File: src/rtl/frame_disp_pkg.sv
// frame_disp_pkg: shared converter states, digit indices and glyph encoder for the frame display
package frame_disp_pkg;
    typedef enum logic [1:0] {ST_IDLE, ST_SHIFT, ST_LOAD} conv_state_t;
    localparam logic [7:0] SEG_OFF = 8'h00;
    localparam logic [1:0] DIG_UNITS = 2'd0;
    localparam logic [1:0] DIG_TENS = 2'd1;
    localparam logic [1:0] DIG_HUND = 2'd2;
    localparam logic [1:0] DIG_GRADE = 2'd3;
    function automatic logic [6:0] hex7(input logic [3:0] v);
        logic [6:0] g;
        case (v)
            4'h0: g = 7'h3F;
            4'h1: g = 7'h06;
            4'h2: g = 7'h5B;
            4'h3: g = 7'h4F;
            4'h4: g = 7'h66;
            4'h5: g = 7'h6D;
            4'h6: g = 7'h7D;
            4'h7: g = 7'h07;
            4'h8: g = 7'h7F;
            4'h9: g = 7'h6F;
            4'hA: g = 7'h77;
            4'hB: g = 7'h7C;
            4'hC: g = 7'h39;
            4'hD: g = 7'h5E;
            4'hE: g = 7'h79;
            default: g = 7'h71;
        endcase
        return g;
    endfunction
endpackage

File: src/rtl/bin2bcd_seq.sv
// bin2bcd_seq: 8-bit sequential double-dabble converter, one bit per cycle
module bin2bcd_seq
    import frame_disp_pkg::*;
(
    input  logic       clk,
    input  logic       rst,
    input  logic       start,
    input  logic [7:0] din,
    output logic       busy,
    output logic       done,
    output logic [9:0] bcd
);
    conv_state_t state, state_nxt;
    logic [7:0] bin;
    logic [2:0] cnt;
    logic [9:0] adj;
    // state register
    always_ff @(posedge clk) state <= rst ? ST_IDLE : state_nxt;
    // next state: start only honoured in IDLE, eight shifts then one load cycle
    always_comb begin
        state_nxt = state;
        case (state)
            ST_IDLE:  state_nxt = start ? ST_SHIFT : ST_IDLE;
            ST_SHIFT: state_nxt = cnt == 3'd7 ? ST_LOAD : ST_SHIFT;
            default:  state_nxt = ST_IDLE;
        endcase
    end
    // status outputs
    always_comb begin
        busy = state != ST_IDLE;
        done = state == ST_LOAD;
    end
    // add-3 on tens and units; hundreds never exceeds 2 so it needs no correction
    always_comb begin
        adj = bcd;
        adj[3:0] = bcd[3:0] >= 4'd5 ? bcd[3:0] + 4'd3 : bcd[3:0];
        adj[7:4] = bcd[7:4] >= 4'd5 ? bcd[7:4] + 4'd3 : bcd[7:4];
    end
    // working shift register: load on start, shift MSB-first into the accumulator
    always_ff @(posedge clk)
        if (rst) begin
            bin <= '0;
            bcd <= '0;
            cnt <= '0;
        end else if (state == ST_IDLE && start) begin
            bin <= din;
            bcd <= '0;
            cnt <= '0;
        end else if (state == ST_SHIFT) begin
            {bcd, bin} <= {adj[8:0], bin, 1'b0};
            cnt <= cnt + 3'd1;
        end
endmodule

File: src/rtl/frame_threshold_display.sv
// frame_threshold_display: shows grade (hex) and threshold (decimal) on a 4-digit muxed 7-seg display
module frame_threshold_display
    import frame_disp_pkg::*;
#(
    parameter int SCAN_DIV       = 100_000,
    parameter int GUARD          = 16,
    parameter int BLANK_LZ       = 1,
    parameter int SEG_ACTIVE_LOW = 1
) (
    input  logic       clk,
    input  logic       rst,
    input  logic [3:0] Frame_Grade,
    input  logic [7:0] Frame_Threshold,
    output logic [7:0] seg,
    output logic [3:0] dig_sel,
    output logic       busy
);
    localparam int CW = $clog2(SCAN_DIV);
    localparam logic [CW-1:0] SLOT_LAST = CW'(SCAN_DIV - 1);
    localparam logic [CW-1:0] SLOT_GUARD = CW'(GUARD);
    localparam logic [7:0] SEG_INV = SEG_ACTIVE_LOW != 0 ? 8'hFF : 8'h00;
    logic [11:0] shadow;
    logic [3:0] grade_w, disp_grade, nib, sel;
    logic [9:0] bcd, disp_bcd;
    logic start, done, blank, wrap;
    logic [CW-1:0] slot_cnt;
    logic [1:0] dig_idx;
    logic [7:0] glyph;
    assign start = {Frame_Grade, Frame_Threshold} != shadow;
    assign wrap = slot_cnt == SLOT_LAST;
    bin2bcd_seq u_conv (
        .clk  (clk),
        .rst  (rst),
        .start(start),
        .din  (Frame_Threshold),
        .busy (busy),
        .done (done),
        .bcd  (bcd)
    );
    // capture inputs when the converter accepts them, publish result on load
    always_ff @(posedge clk)
        if (rst) begin
            shadow <= '0;
            grade_w <= '0;
            disp_grade <= '0;
            disp_bcd <= '0;
        end else begin
            if (start && !busy) begin
                shadow <= {Frame_Grade, Frame_Threshold};
                grade_w <= Frame_Grade;
            end
            if (done) begin
                disp_bcd <= bcd;
                disp_grade <= grade_w;
            end
        end
    // slot counter and digit index
    always_ff @(posedge clk)
        if (rst) begin
            slot_cnt <= '0;
            dig_idx <= '0;
        end else begin
            slot_cnt <= wrap ? '0 : slot_cnt + 1'b1;
            dig_idx <= dig_idx + {1'b0, wrap};
        end
    // glyph select with guard interval and leading-zero blanking
    always_comb begin
        nib = dig_idx == DIG_GRADE ? disp_grade :
              dig_idx == DIG_HUND  ? {2'b00, disp_bcd[9:8]} :
              dig_idx == DIG_TENS  ? disp_bcd[7:4] : disp_bcd[3:0];
        blank = BLANK_LZ != 0 && disp_bcd[9:8] == 2'd0 &&
                (dig_idx == DIG_HUND || (dig_idx == DIG_TENS && disp_bcd[7:4] == 4'd0));
        glyph = (slot_cnt < SLOT_GUARD || blank) ? SEG_OFF : {dig_idx == DIG_GRADE, hex7(nib)};
        sel = slot_cnt < SLOT_GUARD ? 4'b0000 : 4'b0001 << dig_idx;
    end
    // output registers; polarity applied only here
    always_ff @(posedge clk) begin
        seg <= SEG_INV ^ (rst ? SEG_OFF : glyph);
        dig_sel <= SEG_INV[3:0] ^ (rst ? 4'b0000 : sel);
    end
endmodule

File: config.mk
export PLATFORM = sky130hd
export DESIGN_NAME = frame_threshold_display
export DESIGN_NICKNAME = d
export VERILOG_FILES = /design/src/rtl/frame_disp_pkg.sv /design/src/rtl/bin2bcd_seq.sv /design/src/rtl/frame_threshold_display.sv
export SDC_FILE = /design/constraint.sdc
export NUM_CORES = 1
export LEC_CHECK = 0
export BUFFER_PORTS_ARGS = -buffer_cell sky130_fd_sc_hd__buf_4
export CAP_MARGIN = 20
export CORE_ASPECT_RATIO = 2
export CORE_MARGIN = 8
export CORE_UTILIZATION = 54
export CTS_CLUSTER_DIAMETER = 60
export DETAILED_ROUTE_END_ITERATION = 8
export PLACE_DENSITY_LB_ADDON = 0.25
export SLEW_MARGIN = 30
export SYNTH_ARGS = -nofsm -noshare
export SYNTH_HDL_FRONTEND = slang
export SYNTH_SLANG_ARGS = --single-unit
File: constraint.sdc
create_clock -name clk -period 1.7 [get_ports clk]
set_clock_uncertainty 0.05 [all_clocks]
set_input_delay 0.34 -clock clk [delete_from_list [all_inputs] [get_ports clk]]
set_output_delay 0.34 -clock clk [all_outputs]
set_load 0.01 [all_outputs]
==> results of run 1 <==
synthesized netlist by cell type, types with 9 or more instances:
cell,n
nor2_1,45
nand3_1,14
nand2_1,73
inv_1,15
ha_1,13
mux2i_1,11
xnor2_1,9
a21oi_1,51
xor2_1,24
clkbuf_1,12
dfxtp_1,80
o21ai_0,9
through the flow:
step	instances	cell area (sq um)	total power, mW	util (%)	hold slack, ns
after floorplan	431	3692	2.182	-	0.3675
after global placement	578	4300	2.294	64.95	0.3904
after detailed placement	578	4300	2.305	64.95	0.4013
after CTS	601	4828	4.192	72.92	0.2208
after global routing	601	4945	4.353	74.68	0.2253
final	601	4945	4.186	74.68	0.2312
cells by family (layout without fill, tap and decap cells):
family	Yosys count	in the layout	share of synthesized area, %
XOR/XNOR	33	33	7.865
AO/OA/AOI/OAI	82	82	12.84
AND/OR/NAND/NOR	174	174	22.54
multiplexers	15	15	4.835
buffers and inverters	34	116	3.915
flip-flops	80	80	43.58
adder cells (fa/ha/maj)	13	13	4.426
worst max path at each step:
stage / slack (ns) / endpoint / startpoint
6_report: -0.12 / dig_idx[0] / slot_cnt[6]
3_5_place_dp: -0.35 / u_conv.bcd[7] / Frame_Grade[2]
3_3_place_gp: -0.27 / u_conv.bcd[6] / Frame_Grade[2]
2_1_floorplan: -0.05 / slot_cnt[11] / slot_cnt[11]
5_1_grt: -0.19 / dig_idx[0] / slot_cnt[6]
4_1_cts: -0.18 / dig_idx[0] / slot_cnt[5]
state kept, by name, indices dropped and copies added, names as in the netlist, 3 cells and up:
name and cells:
slot_cnt 17, shadow 12, disp_bcd 10, u_conv.bcd 10, seg 8, u_conv.bin 8, dig_sel 4, disp_grade 4
u_conv.cnt 3
what timing repair did:
item / CTS / global route
gates resized for setup: 36 / 29
pin swaps: 19 / 10
setup endpoints to repair: 50 / 58
buffers inserted: 8 / 0
layer usage:
layer | GRT usage, % | part of all wire [%] | vias to the layer above
met5 | 0 | 0 | -
met4 | 11.98 | 4.3 | 0
met3 | 4.921 | 2.8 | 34
met2 | 37.65 | 58 | 70
met1 | 17.64 | 35 | 1559
li1 | - | - | 1609
power groups by stage:
stage          clock [mW]  combinational [mW]  sequential, mW
3_3_place_gp            0               0.304            1.99
5_1_grt              1.99               0.401            1.97
4_1_cts              1.88               0.350            1.96
2_1_floorplan           0               0.197            1.98
6_report             1.86               0.369            1.96
3_5_place_dp            0               0.312            1.99
worst max-delay path, cell delays in order, from the launching register on:
cell	delay [ns]
dfxtp_1	0.31
or4_4	0.56
nor4_4	0.17
and4_4	0.29
ha_4	0.20
nor2b_1	0.12
final cells by class:
| class | count | area (sq um) | area share, % |
|---|---|---|---|
| Clock buffer | 11 | 242.7 | 4.909 |
| Clock inverter | 4 | 45.04 | 0.9109 |
| Inverter | 16 | 66.31 | 1.341 |
| Multi-Input combinational cell | 317 | 2192 | 44.33 |
| Sequential cell | 80 | 1615 | 32.67 |
| Tap cell | 88 | 110.1 | 2.227 |
| Timing Repair Buffer | 85 | 673.1 | 13.61 |
==> impl_metrics.yaml, run 1 <==
pwr:
  power_switching_mw: 0.9362
  p_seq_share_pct: 46.9
  clock_power_share_pct: 44.3
  p_leak_nw: 1.994
  cell_internal_pwr_mw: 3.250
  p_comb_share_pct: 8.8
  switching_share_pct: 22.36
  p_per_area_mw_per_mm2: 846.6
  ir_drop_v: 0.0005985
clock_tree:
  clkSinkCount: 80
  htreeDepth: 3
  hold_buffers: 0
  cts-buffers-inserted: 9
  cts_buffer_depth: 2
  clock_latency_ns: 0.33
  cts_tree: "yes"
  clk_pin_slew_ns: 0.06
  root_buffer: "clkbuf_16"
yosys:
  synth-main-ff-cell: "dfxtp_1"
  async_reset_ff_share_pct: 0
  syn-cell-area_sq_mm: 0.003675
  synth_seq_area_share_pct: 43.58
  synthTopCellsByArea: "dfxtp_1 (44%), nand2_1 (7.5%), a21oi_1 (6.9%)"
  yosys_warnings: 0
  syn_inst: 431
  synth_edf_count: 0
  syn_nets: 458
  synth_top_cell_by_area: "dfxtp_1"
  avgSynthCellArea_sq_um: 8.526
  ys_ff_latch: 80
  yosys.area.top_type_share_pct: 43.58
  synth_cell_types: 45
finish:
  diodes: 0
  drive_gt1_share_pct: 30.99
  syn2layout_area_growth_pct: 34.56
  mostFrequentLayoutCell: "buf_4"
  final_cell_mix: "buf_4 (78), nand2_1 (71), dfxtp_1 (71)"
  nets: 536
  fillers: 485
placed_design:
  io_buffers: 26
  pre_cts_ws_ns: -0.3456
  hpwl_mm: 6.311
  place_congestion: 0.8006
worst_hold_path:
  worst_hold_startpoint: "Frame_Grade[2]"
  hold_depth: 3
  hp-class: "in2reg"
  whs_endpoint: "shadow[10]"
route:
  antenna_left: 0
  drt_pre_antenna_iters: 5
  drc: 0
  vias_per_cell: 5.444
  wire_per_inst_um: 15.24
  drt_iter0_drc: 182
  via_count: 3272
  finalWirelength_mm: 9.158
floorplan:
  rows: 42
  core_area_sq_mm: 0.006621
  die_area_sq_mm: 0.009861
  ios: 27
  start_util_pct: 55.50
  die_x_um: 74.33
  dieHeight_um: 132.7
status:
  violations: "setup timing"
  status: "finished, violations left"
sta:
  timing.final.crit_share_pct: 107.2
  min_period_ns: 1.822
  slew_headroom_pct: 66.43
  setup_ws_ns: -0.1220
  hold_violations: 0
  rsz0062_at_grt: "true"
  tightestPinTransition_ns: 0.5035
  fmax_mhz: 548.8
  setup_viol: 48
  slew_viol_final: 0
  fin_setup_tns_ns: -3.812
global_routing:
  grt_pass1_vias: 3481
  grt_util_all_layers_pct: 20.00
  grt_overflow: 0
  antenna_found_initial: 0
  grt_max_degree: 41
  grt_pass1_wl_mm: 15.46
run:
  cap_viol_max_count: 0
worst_setup_path:
  end_kind: "flop"
  crit_path_max_fanout: 2
  path_class: "reg2reg"
  crit_required_ns: 1.85
  critPathLaunchType: "flop"
  ff2ff_setup_slack_ns: -0.12
  worstReg2RegStart: "slot_cnt[6]"
  regToRegEndpoint: "dig_idx[0]"
  cp.arrival_ns: 1.98
  reg2reg_depth: 5
(Power assumes the default switching activity.)
==> inputs of run 2 (changes only) <==
--- a/config.mk
+++ b/config.mk
@@ -16,4 +16,5 @@
 export SLEW_MARGIN = 30
 export SYNTH_ARGS = -nofsm -noshare
 export SYNTH_HDL_FRONTEND = slang
+export SYNTH_HIERARCHICAL = 1
 export SYNTH_SLANG_ARGS = --single-unit
==> run 2 against run 1 <==
Against the previous run:
- highest routed layer unchanged
- sequential power about the same
- sequential share of layout area hardly changed
- critical path type unchanged
- the run still ends with setup timing left
- global-route usage fell by 1.5 points
- worst hold slack lost 0.024 ns
- first-iteration DRC count down 0.55%
- total power down 1.8%
- largest power group unchanged
==> impl_metrics.yaml, run 2 <==
yosys:
  syn_inst: 392
  synthTopCellsByArea: "dfxtp_1 (43%), mux2i_1 (7.8%), nor2_1 (6.1%)"
  avgSynthCellArea_sq_um: 9.445
  synth_seq_area_share_pct: 43.26
  synth.most_common_cell: "dfxtp_1"
  yosys_warnings: 6
  syn-cell-area_sq_mm: 0.003702
  synth_edf_count: 0
  yosys.area.top_type_share_pct: 43.26
  syn_nets: 419
  synth_top_cell_by_area: "dfxtp_1"
  ys_ff_latch: 80
  synthTopCellsByCount: "dfxtp_1 (80), nor2_1 (60), nand2_1 (31)"
  synth_cell_types: 54
  async_reset_ff_share_pct: 0
  synth-main-ff-cell: "dfxtp_1"
worst_setup_path:
  path_class: "reg2reg"
  slowest_delay_ns: 0.33
  cp.arrival_ns: 1.98
  cp-startpoint: "shadow[7]"
  critPathLaunchType: "flop"
  crit_required_ns: 1.87
  cp_num_buf_inv: 2
  critical_path.top_delay_family: "simple AND/OR/NAND/NOR gates"
  path_depth: 8
  worstReg2RegStart: "shadow[7]"
  end_kind: "flop"
  reg2reg_depth: 8
  crit_path_max_fanout: 6
  crit_path_cell_trace: "xor2_2, nor4_2, buf_4, nand3_2, nor3b_4, buf_6, a22oi_1, a21oi_1"
  cpMaxStageDelayCell: "dfxtp_2"
route:
  drt_iter0_drc: 181
  antenna_left: 0
  vias_per_cell: 5.605
  via_count: 3133
  drc: 0
  drt_pre_antenna_iters: 4
  finalWirelength_mm: 9.221
  wire_per_inst_um: 16.50
placed_design:
  place_inst: 535
  place_congestion: 0.8968
  io_buffers: 26
  pre_cts_ws_ns: -0.3138
  hpwl_mm: 6.151
sta:
  slew_headroom_pct: 69.48
  min_period_ns: 1.813
  hold_violations: 0
  slew_viol_final: 0
  setup_ws_ns: -0.1128
  fmax_mhz: 551.6
  tightestPinTransition_ns: 0.4536
  setup_viol: 33
  timing.final.crit_share_pct: 106.6
  rsz0062_at_grt: "true"
clock_tree:
  root_buffer: "clkbuf_16"
  htreeDepth: 3
  cts-buffers-inserted: 9
  cts_tree: "yes"
  cts_buffer_depth: 2
  clkSinkCount: 80
  hold_buffers: 0
  clk_pin_slew_ns: 0.06
  clock_latency_ns: 0.34
finish:
  regMostFlops: "slot_cnt"
  largest_reg_flops: 17
  final_cell_mix: "dfxtp_1 (74), buf_4 (74), nor2_1 (58)"
  top_regs: "slot_cnt x17, shadow x12"
  nets: 493
  drive_gt1_share_pct: 36.73
  fin_util_pct: 74.53
  syn2layout_area_growth_pct: 33.29
  instances_no_fill: 559
  diodes: 0
worst_hold_path:
  worst_hold_startpoint: "Frame_Grade[1]"
  hold_depth: 3
  hp-class: "in2reg"
global_routing:
  grt_pass1_vias: 3079
  grt_pass1_wl_mm: 14.18
  grt_max_degree: 26
  grt_util_all_layers_pct: 18.50
  antenna_found_initial: 0
  grt_overflow: 0
pwr:
  p_comb_share_pct: 9.8
  switching_share_pct: 23.68
  ir_drop_v: 0.0008416
  p_per_area_mw_per_mm2: 832.9
  p_leak_nw: 1.934
  power_switching_mw: 0.9731
  p_seq_share_pct: 47.8
  cell_internal_pwr_mw: 3.137
  clock_power_share_pct: 42.4
run:
  cap_viol_max_count: 0
floorplan:
  die_x_um: 74.55
  dieHeight_um: 133.1
  die_area_sq_mm: 0.009923
  start_util_pct: 55.91
  rows: 42
  core_area_sq_mm: 0.006621
  ios: 27
status:
  violations: "setup timing"
  status: "finished, violations left"
## run 2: cell count changes after synthesis, sizes merged, moves of 5 or more
cell,previous run,this run
nand2,73,32
mux2i,11,29
nor2,46,61
a22oi,0,7
clkbuf,12,5
a21oi,51,23
buf,6,16
inv,15,10
## run 2: cells by family after synthesis
group	share of synthesized area, %
and+or+nand+nor	19.33
buffers and inverters	4.900
xor gates and xnor gates	6.860
AOI/OAI and AO/OA	11.59
DFF	43.26
adders and majority gates	4.393
muxes	9.665
## run 2: cell type report
type | instances | area [sq um]
tap | 88 | 110.1
inverter | 10 | 42.54
clock buffer | 12 | 246.5
multi-input combinational | 282 | 2216
timing repair buffer | 83 | 688.2
clock inverter | 4 | 20.02
sequential | 80 | 1612
fill | 492 | 1687
## run 2: path summary, 6_finish.rpt
| path | end | slack (ns) |
|---|---|---|
| worst min register to register | u_conv/bin[4] | 0.41 |
| worst max-delay path | u_conv/bin[5] | -0.11 |
| worst max register to register | u_conv/bin[5] | -0.11 |
| worst min-delay path | shadow[9] | 0.21 |
## run 2: what timing repair did
item | in CTS | in global routing
gates resized for setup | 16 | 54
pin swaps | 7 | 26
gates cloned | 1 | 2
setup buffers | 2 | 4
endpoints found under the setup margin | 25 | 56
## run 2: worst min-delay path, stage by stage
cell     delay (ns)
buf_4          0.09
mux2i_1        0.06
nor2_1         0.07
## run 2: layer usage
| layer | global-route usage [%] | part of all wire [%] |
|---|---|---|
| met1 | 16.50 | 34 |
| met2 | 35.46 | 58 |
| met3 | 4.662 | 3.6 |
| met4 | 8.901 | 4.3 |
| met5 | 0 | 0 |
## run 2: through the flow
| step | power [mW] | area, sq um | TNS, ns | hold slack (ns) |
|---|---|---|---|---|
| 4_1_cts | 4.083 | 4636 | -1.708 | 0.1984 |
| 2_1_floorplan | 2.202 | 3729 | -0.03186 | 0.3658 |
| 3_5_place_dp | 2.335 | 4284 | -5.790 | 0.3984 |
| 5_1_grt | 4.252 | 4935 | -4.091 | 0.2124 |
| 6_report | 4.110 | 4935 | -1.611 | 0.2074 |
| 3_3_place_gp | 2.323 | 4284 | -5.203 | 0.3929 |
## run 2: power by group through the flow
stage	combinational (mW)	clock [mW]	sequential, mW
floorplan	0.207	0	1.99
global placement	0.327	0	2.00
detailed placement	0.335	0	2.00
CTS	0.358	1.77	1.96
global route	0.430	1.85	1.97
finish	0.403	1.74	1.97
==> inputs of run 3 (changes only) <==
--- a/config.mk
+++ b/config.mk
@@ -9,7 +9,7 @@
 export CAP_MARGIN = 20
 export CORE_ASPECT_RATIO = 2
 export CORE_MARGIN = 8
-export CORE_UTILIZATION = 54
+export CORE_UTILIZATION = 55
 export CTS_CLUSTER_DIAMETER = 60
 export DETAILED_ROUTE_END_ITERATION = 8
 export PLACE_DENSITY_LB_ADDON = 0.25
==> constraint.sdc (replaced) <==
create_clock -name clk -period 2 [get_ports clk]
set_clock_uncertainty 0.05 [all_clocks]
set_input_delay 0.4 -clock clk [delete_from_list [all_inputs] [get_ports clk]]
set_output_delay 0.4 -clock clk [all_outputs]
set_load 0.01 [all_outputs]
==> run 3 against run 2 <==
Against the previous run:
- the run now ends clean
- utilization is 7.3 points lower
- sequential cell count stayed put
- worst hold slack better by 0.059 ns
- first-iteration DRC count is 12% lower
- die area is 1.5% lower
- global-route usage is 1.4 points lower
- clock power is 7% higher
- wire length is 17% lower
- setup slack better by 0.27 ns
- largest cell class unchanged
==> impl_metrics.yaml, run 3 (same netlist as run 2, synthesis figures left out) <==
worst_setup_path:
  crit_path_max_fanout: 9
  slowest_delay_ns: 0.33
  crit_required_ns: 2.17
  end_kind: "flop"
  crit_path_cell_trace: "xor2_1, nor4_2, nand3_1, nor3b_2, buf_4, a22oi_1, a21oi_1"
  cpMaxStageDelayCell: "dfxtp_1"
  reg2reg_depth: 7
  ff2ff_setup_slack_ns: 0.15
  cp.arrival_ns: 2.02
  path_class: "reg2reg"
  critical_path.top_delay_family: "simple AND/OR/NAND/NOR gates"
  worstReg2RegStart: "shadow[11]"
  critPathLaunchType: "flop"
  regToRegEndpoint: "u_conv/bin[7]"
  cp_num_buf_inv: 1
floorplan:
  ios: 27
  die_x_um: 74.02
  core_area_sq_mm: 0.006569
  dieHeight_um: 132.0
  die_area_sq_mm: 0.009772
  rows: 42
  start_util_pct: 56.36
sta:
  timing.final.crit_share_pct: 92.32
  slew_headroom_pct: 70.33
  fin_setup_tns_ns: 0
  hold-worst-slack_ns: 0.2668
  slew_viol_final: 0
  min_period_ns: 1.846
  rsz0062_at_grt: "false"
  fmax_mhz: 541.6
  setup_viol: 0
  tightestPinTransition_ns: 0.4393
  hold_violations: 0
worst_hold_path:
  worst_hold_startpoint: "Frame_Grade[3]"
  whs_endpoint: "shadow[11]"
  hp-class: "in2reg"
  hold_depth: 3
global_routing:
  grt_util_all_layers_pct: 17.09
  grt_max_degree: 28
  antenna_found_initial: 0
  grt_overflow: 0
  grt_pass1_vias: 2845
  grt_pass1_wl_mm: 13.03
route:
  drt_pre_antenna_iters: 6
  antenna_left: 0
  vias_per_cell: 5.468
  wire_per_inst_um: 14.58
  finalWirelength_mm: 7.642
  drc: 0
  drt_iter0_drc: 160
  via_count: 2865
pwr:
  ir_drop_v: 0.0006603
  p_per_area_mw_per_mm2: 856.5
  p_leak_nw: 1.712
clock_tree:
  clk_pin_slew_ns: 0.06
  cts_tree: "yes"
  htreeDepth: 3
  root_buffer: "clkbuf_16"
  cts-buffers-inserted: 9
  clkSinkCount: 80
  clock_latency_ns: 0.34
  cts_setup_buffers: 0
  cts_buffer_depth: 2
finish:
  regMostFlops: "slot_cnt"
  largest_reg_flops: 17
  multi_input_area_sq_mm: 0.001931
  top_regs: "slot_cnt x17, shadow x12"
  mostFrequentLayoutCell: "dfxtp_1"
  drive_gt1_share_pct: 20.64
  nets: 458
  syn2layout_area_growth_pct: 19.33
  final_cell_mix: "dfxtp_1 (80), nor2_1 (60), buf_4 (47)"
  diodes: 0
  fillers: 538
  ff_latch_area_sq_mm: 0.001602
status:
  status: "finished, final reports clean"
run:
  cap_viol_max_count: 0
placed_design:
  place_congestion: 0.8812
  io_buffers: 26
  hpwl_mm: 5.631
run 3: where the power goes:
part	total, mW	leakage, nW	switching (mW)	internal [mW]
registers	1.67	0.651	0.0329	1.64
clock network	1.86	0.166	0.642	1.22
logic	0.254	0.895	0.136	0.118
run 3: timing repair:
action,4_1_cts,5_1_grt
setup endpoints to repair,0,4
hold buffers,0,0
resized for setup,0,2
run 3: worst register-to-register path: stages, from the launching register on:
cell	delay, ns
dfxtp_1	0.33
xor2_1	0.20
nor4_2	0.34
nand3_1	0.16
nor3b_2	0.21
buf_4	0.18
a22oi_1	0.20
a21oi_1	0.08
run 3: worst max-delay path by stage:
| stage | from | end | slack [ns] | cells after the start |
|---|---|---|---|---|
| 2_1_floorplan | dig_idx[0] | seg[1] | 0.17 | 6 |
| 3_3_place_gp | Frame_Grade[3] | u_conv/bcd[8] | -0.05 | 7 |
| 3_5_place_dp | Frame_Grade[3] | u_conv/bcd[8] | -0.11 | 7 |
| 4_1_cts | shadow[11] | u_conv/bcd[8] | 0.05 | 6 |
| 5_1_grt | dig_idx[0] | seg[1] | 0.01 | 5 |
| 6_report | shadow[11] | u_conv/bin[7] | 0.15 | 7 |
run 3: metrics by stage:
step	power, mW	cell area [sq um]	utilization [%]	worst slack (ns)	cells
floorplan	1.869	3702	-	0.1688	392
finish	3.784	4418	67.26	0.1536	524
global route	3.919	4418	67.26	0.01300	524
CTS	3.820	4407	67.09	0.05120	524
global placement	1.949	4061	61.83	-0.04823	508
detailed placement	1.957	4061	61.83	-0.1119	508
run 3: layout make-up:
class                      instances  share of cell area [%]
clock buffer                       9                   5.098
clock inverter                     7                   2.719
inverter                          10                  0.8496
multi-input combinational        281                   43.70
sequential                        80                   36.25
tap                               88                   2.492
timing repair buffer              49                   8.893
run 3: per-layer routing:
| layer | track usage, % | wire length, um |
|---|---|---|
| met4 | 8.296 | 215 |
| met3 | 4.726 | 251 |
| met5 | 0 | 0 |
| met2 | 31.10 | 4359 |
| met1 | 16.42 | 2815 |
